<file path="src/rtl/reg_file.sv">
// RISC-V integer register file: 31 storage registers (x0 hardwired to zero),
// two combinational read ports with same-cycle write-back forwarding.
module reg_file #(
  parameter int DATA_W = 32,
  parameter int ADDR_W = 5
) (
  input  logic              clk,
  input  logic              rst,
  input  logic              we,
  input  logic [ADDR_W-1:0] waddr,
  input  logic [DATA_W-1:0] wdata,
  input  logic              re1,
  input  logic [ADDR_W-1:0] raddr1,
  output logic [DATA_W-1:0] rdata1,
  input  logic              re2,
  input  logic [ADDR_W-1:0] raddr2,
  output logic [DATA_W-1:0] rdata2
);

  localparam int NREG = 1 << ADDR_W;

  // x0 has no storage, so the array starts at index 1.
  logic [DATA_W-1:0] regs [1:NREG-1];

  logic wr_valid;
  assign wr_valid = we && (waddr != '0);

  always_ff @(posedge clk) begin
    if (rst) begin
      for (int i = 1; i < NREG; i++) begin
        regs[i] <= '0;
      end
    end else if (wr_valid) begin
      regs[waddr] <= wdata;
    end
  end

  // Bypass lets decode see the write-back value in the same cycle it is written.
  always_comb begin
    rdata1 = '0;
    if (rst || raddr1 == '0 || !re1) begin
      rdata1 = '0;
    end else if (we && raddr1 == waddr) begin
      rdata1 = wdata;
    end else begin
      rdata1 = regs[raddr1];
    end
  end

  always_comb begin
    rdata2 = '0;
    if (rst || raddr2 == '0 || !re2) begin
      rdata2 = '0;
    end else if (we && raddr2 == waddr) begin
      rdata2 = wdata;
    end else begin
      rdata2 = regs[raddr2];
    end
  end

endmodule

</file>
<file path="config.mk">
export PLATFORM = sky130hd
export DESIGN_NAME = reg_file
export DESIGN_NICKNAME = d
export VERILOG_FILES = /design/src/rtl/reg_file.sv
export SDC_FILE = /design/constraint.sdc
export NUM_CORES = 2
export LEC_CHECK = 0
export BUFFER_PORTS_ARGS = -buffer_cell sky130_fd_sc_hd__buf_2
export CORE_MARGIN = 1.5
export CORE_UTILIZATION = 40
export CTS_CLUSTER_DIAMETER = 80
export DETAILED_ROUTE_END_ITERATION = 8
export PLACE_DENSITY = 0.66
export SYNTH_ARGS = -nofsm -noshare
export SYNTH_HDL_FRONTEND = slang
export SYNTH_SLANG_ARGS = --single-unit
</file>
<file path="constraint.sdc">
create_clock -name clk -period 4 [get_ports clk]
set_input_delay 0.4 -clock clk [delete_from_list [all_inputs] [get_ports clk]]
set_output_delay 0.4 -clock clk [all_outputs]
set_load 0.02 [all_outputs]
</file>
==> impl_table.tex <==
\begin{tabular}{lr}
\hline
Metric & Value \\
\hline
\multicolumn{2}{l}{\textbf{Synth}} \\
Syn Area/Cell & around 14 sq um \\
Mapped Area & between 50000 and 60000 sq um \\
Flop and latch count out of synthesis & approximately 1000 \\
Post-synth EDFFs & 1024 \\
Count of unique library cells instantiated by Yosys & 49 \\
Commonest register cell after synthesis & sky130\_fd\_sc\_hd\_\_edfxtp\_1 \\
Gate count of the mapped netlist & 3797 \\
Proportion of register bits with asynchronous set or reset after synthesis & 0\% \\
Sequential element share of the synthesized area & 56.0\% \\
Total number of yosys warnings & 0 \\
\multicolumn{2}{l}{\textbf{Critical path}} \\
Buffers and inverters on the worst path & 2 \\
Largest incremental delay on the critical path & between 0.5 and 0.6 ns \\
Worst endpoint data arrival time & 3.26 ns \\
Type of destination of the critical path & output port \\
Critical path fanouts, max & 2 \\
CP Launch Point & regs[15][5]\$\_SDFFCE\_PN0P\_ \\
Cells along the critical path & mux4\_2 > a22o\_1 > a2111oi\_0 > buf\_4 > a21oi\_1 > a22o\_1 > buf\_2 \\
Sort of element at the start of the critical path & flop \\
Critical path's slowest cell & sky130\_fd\_sc\_hd\_\_a2111oi\_0 \\
Top Family by Delay on Critical Path & compound AO/OA/AOI/OAI gates \\
Required time of the worst setup path & 3.60 ns \\
Kind of critical path & flop to output port \\
Top cell by count, worst path & sky130\_fd\_sc\_hd\_\_a22o\_1 \\
\multicolumn{2}{l}{\textbf{STA}} \\
Share of the clock period used by the worst path after layout & 91.5\% \\
Crit path time final & 3.66 ns \\
Slew @ Worst Pin & between 1 and 1.5 ns \\
Hold violation total from the final report & 0 \\
RSZ-0062 raised after global routing & false \\
Slack of the critical path & 0.339 ns \\
Worst slew margin & 16.5\% \\
Final setup violation count & 0 \\
Setup\_tns & 0 ns \\
Pins Over Slew Limit & 0 \\
Max Clock Freq & approximately 0.27 GHz \\
\multicolumn{2}{l}{\textbf{Finish}} \\
Share of layout cells above drive strength 1 & 23.5\% \\
Final layout net count & approximately 3900 \\
Final core area utilization & 45.3\% \\
Post-route insts no fill & 5679 \\
Layout filler cell count & 11800 \\
Area taken by multi-input logic gates & 22700 sq um \\
Register with the highest flop count & regs \\
Register area & 30700 sq um \\
Registers with the most flip-flops & regs x1024 \\
Synth-to-Final Area Change & 12.0\% \\
Most frequent cells in the layout & sky130\_fd\_sc\_hd\_\_edfxtp\_1 (1024), sky130\_fd\_sc\_hd\_\_and2\_1 (992), sky130\_fd\_sc\_hd\_\_mux4\_2 (387), sky130\_fd\_sc\_hd\_\_mux2i\_1 (252), sky130\_fd\_sc\_hd\_\_buf\_4 (147) \\
Largest register FFs & 1024 \\
Most common cell after layout, fill and taps aside & sky130\_fd\_sc\_hd\_\_edfxtp\_1 \\
\multicolumn{2}{l}{\textbf{Min path}} \\
End point of the most critical hold path & regs[0][1]\$\_DFFE\_PP\_ \\
Cell depth of the worst min-delay path & 1 \\
Startpoint of the worst hold path & wdata[1] \\
Worst min path class & input pin to flop \\
\multicolumn{2}{l}{\textbf{CTS}} \\
Post-CTS Resized & 0 \\
CTS H-tree lvls & 3 \\
Count of clock tree sinks & 1024 \\
Post-CTS setup buffer count & 0 \\
Worst-case clock buffer depth & 3 \\
Clock slew seen by the registers of the worst setup and hold paths & approximately 0.06 ns \\
Cell at the root of the clock tree & sky130\_fd\_sc\_hd\_\_clkbuf\_16 \\
TritonCTS clock tree & done \\
CTS buffer count & 102 \\
CTS Hold Buffers Added & 0 \\
\multicolumn{2}{l}{\textbf{Placed design}} \\
Placed cell count & 5490 \\
Post-DP HPWL & between 100000 and 150000 um \\
Worst slack at placement & 0.530 ns \\
IO Port Bufs & 115 \\
Routability-driven placement congestion ratio & roughly 0.87 \\
\multicolumn{2}{l}{\textbf{Die}} \\
Core Footprint & 136000 sq um \\
I/O pin count & between 100 and 150 \\
Die Area & 139000 sq um \\
Effective utilization at floorplan & 40.4\% \\
Site row count & 135 \\
Die extent in x & between 300 and 400 um \\
Die height & 373 um \\
\multicolumn{2}{l}{\textbf{Detailed routing}} \\
Number of nets with antenna violations after detailed routing & 0 \\
Average routed wire per standard cell & 34.0 um \\
Detailed-router iteration count before antenna repair & 5 \\
Number of vias in the routed layout & $\sim$37000 \\
Total wirelength of the detailed-routed design & 193000 um \\
Vias per Instance & 6.50 \\
Iteration-0 DRC Markers & 5463 \\
DRC violation count after routing & 0 \\
\multicolumn{2}{l}{\textbf{GRT}} \\
Vias in the first global route & roughly 36000 \\
Congestion Overflow GR & 0 \\
Pin count of the biggest net entering global routing & 54 \\
First-pass GRT wire length & 270000 um \\
Aggregate global-route resource usage & 27.2\% \\
Initial antenna violation count & 15 \\
\multicolumn{2}{l}{\textbf{Outcome}} \\
Outcome & completed \\
\multicolumn{2}{l}{\textbf{Pwr}} \\
Maximum vdd ir drop & 303 uV \\
Pwr dens & 414 nW/um\^{}2 \\
Leakage component of the power & 0.0215 uW \\
\multicolumn{2}{l}{\textbf{Run}} \\
Max Cap Viol & 0 \\
\hline
\end{tabular}
==> layout make-up <==
| cell class | count | area share [%] |
|---|---|---|
| Sequential cell | 1024 | 50.0 |
| Clock inverter | 68 | 1.04 |
| Timing Repair Buffer | 298 | 4.06 |
| Inverter | 2 | 0.0142 |
| Tap cell | 1781 | 3.62 |
| Antenna cell | 5 | 0.0203 |
| Multi-Input combinational cell | 2385 | 37.0 |
| Clock buffer | 116 | 4.24 |
==> cells by family (layout without fill, tap and decap cells) <==
| group | count (synthesis) | in the layout | share of synthesized area, % |
|---|---|---|---|
| DFF | 1024 | 1024 | 56.0 |
| xor gates and xnor gates | 10 | 10 | 0.160 |
| and+or+nand+nor | 1198 | 1198 | 13.2 |
| AOI/OAI and AO/OA | 505 | 505 | 6.86 |
| other | 1 | 37 | 0.00683 |
| buffers and inverters | 419 | 484 | 3.29 |
| muxes | 640 | 640 | 20.5 |
==> power breakdown <==
part	internal, uW	switching [uW]	total [uW]
Sequential	12400	316	12700
Combinational	1240	1860	3100
Clock	5370	4290	9660
Total	19000	6470	25500
==> worst max-delay path by stage <==
stage	to	slack, ns	cells past startpoint
2_1_floorplan	rdata2[30]	1.25	9
3_3_place_gp	rdata1[5]	0.56	10
3_5_place_dp	rdata1[6]	0.53	8
4_1_cts	rdata1[11]	0.40	6
5_1_grt	rdata1[11]	0.29	6
6_report	rdata1[5]	0.34	7
==> per-stage QoR <==
stage | hold WS (ns) | power (uW) | instance area (sq um)
finish | 0.179 | 25500 | 61500
CTS | 0.155 | 25400 | 61500
floorplan | 0.499 | 14700 | 55000
global route | 0.210 | 26000 | 61500
global placement | 0.906 | 15900 | 58200
detailed placement | 0.908 | 16000 | 58200
==> per-layer routing <==
| layer | track usage, % | wire length, um | vias up |
|---|---|---|---|
| met5 | 0 | 29 | - |
| met4 | 15.6 | 11800 | 6 |
| met3 | 6.44 | 22600 | 597 |
| met2 | 43.0 | 89600 | 2774 |
| met1 | 34.2 | 69000 | 18800 |
| li1 | - | - | 14700 |
==> cell usage after synthesis (32+ instances only) <==
| cell | number | area [sq um] |
|---|---|---|
| sky130_fd_sc_hd__clkbuf_1 | 311 | 1170 |
| sky130_fd_sc_hd__o21ai_0 | 33 | 165 |
| sky130_fd_sc_hd__a22o_1 | 62 | 543 |
| sky130_fd_sc_hd__nor2b_1 | 36 | 225 |
| sky130_fd_sc_hd__o221ai_1 | 32 | 280 |
| sky130_fd_sc_hd__nand2_1 | 74 | 278 |
| sky130_fd_sc_hd__edfxtp_1 | 1024 | 30700 |
| sky130_fd_sc_hd__a221oi_1 | 63 | 552 |
| sky130_fd_sc_hd__mux2i_1 | 252 | 2520 |
| sky130_fd_sc_hd__nor2_1 | 38 | 143 |
| sky130_fd_sc_hd__buf_2 | 62 | 310 |
| sky130_fd_sc_hd__a21oi_1 | 94 | 470 |
| sky130_fd_sc_hd__mux4_2 | 387 | 8720 |
| sky130_fd_sc_hd__a22oi_1 | 62 | 465 |
| sky130_fd_sc_hd__or2_2 | 32 | 200 |
| sky130_fd_sc_hd__and2_1 | 993 | 6210 |
Note: power is estimated with default switching activity, not from simulation.
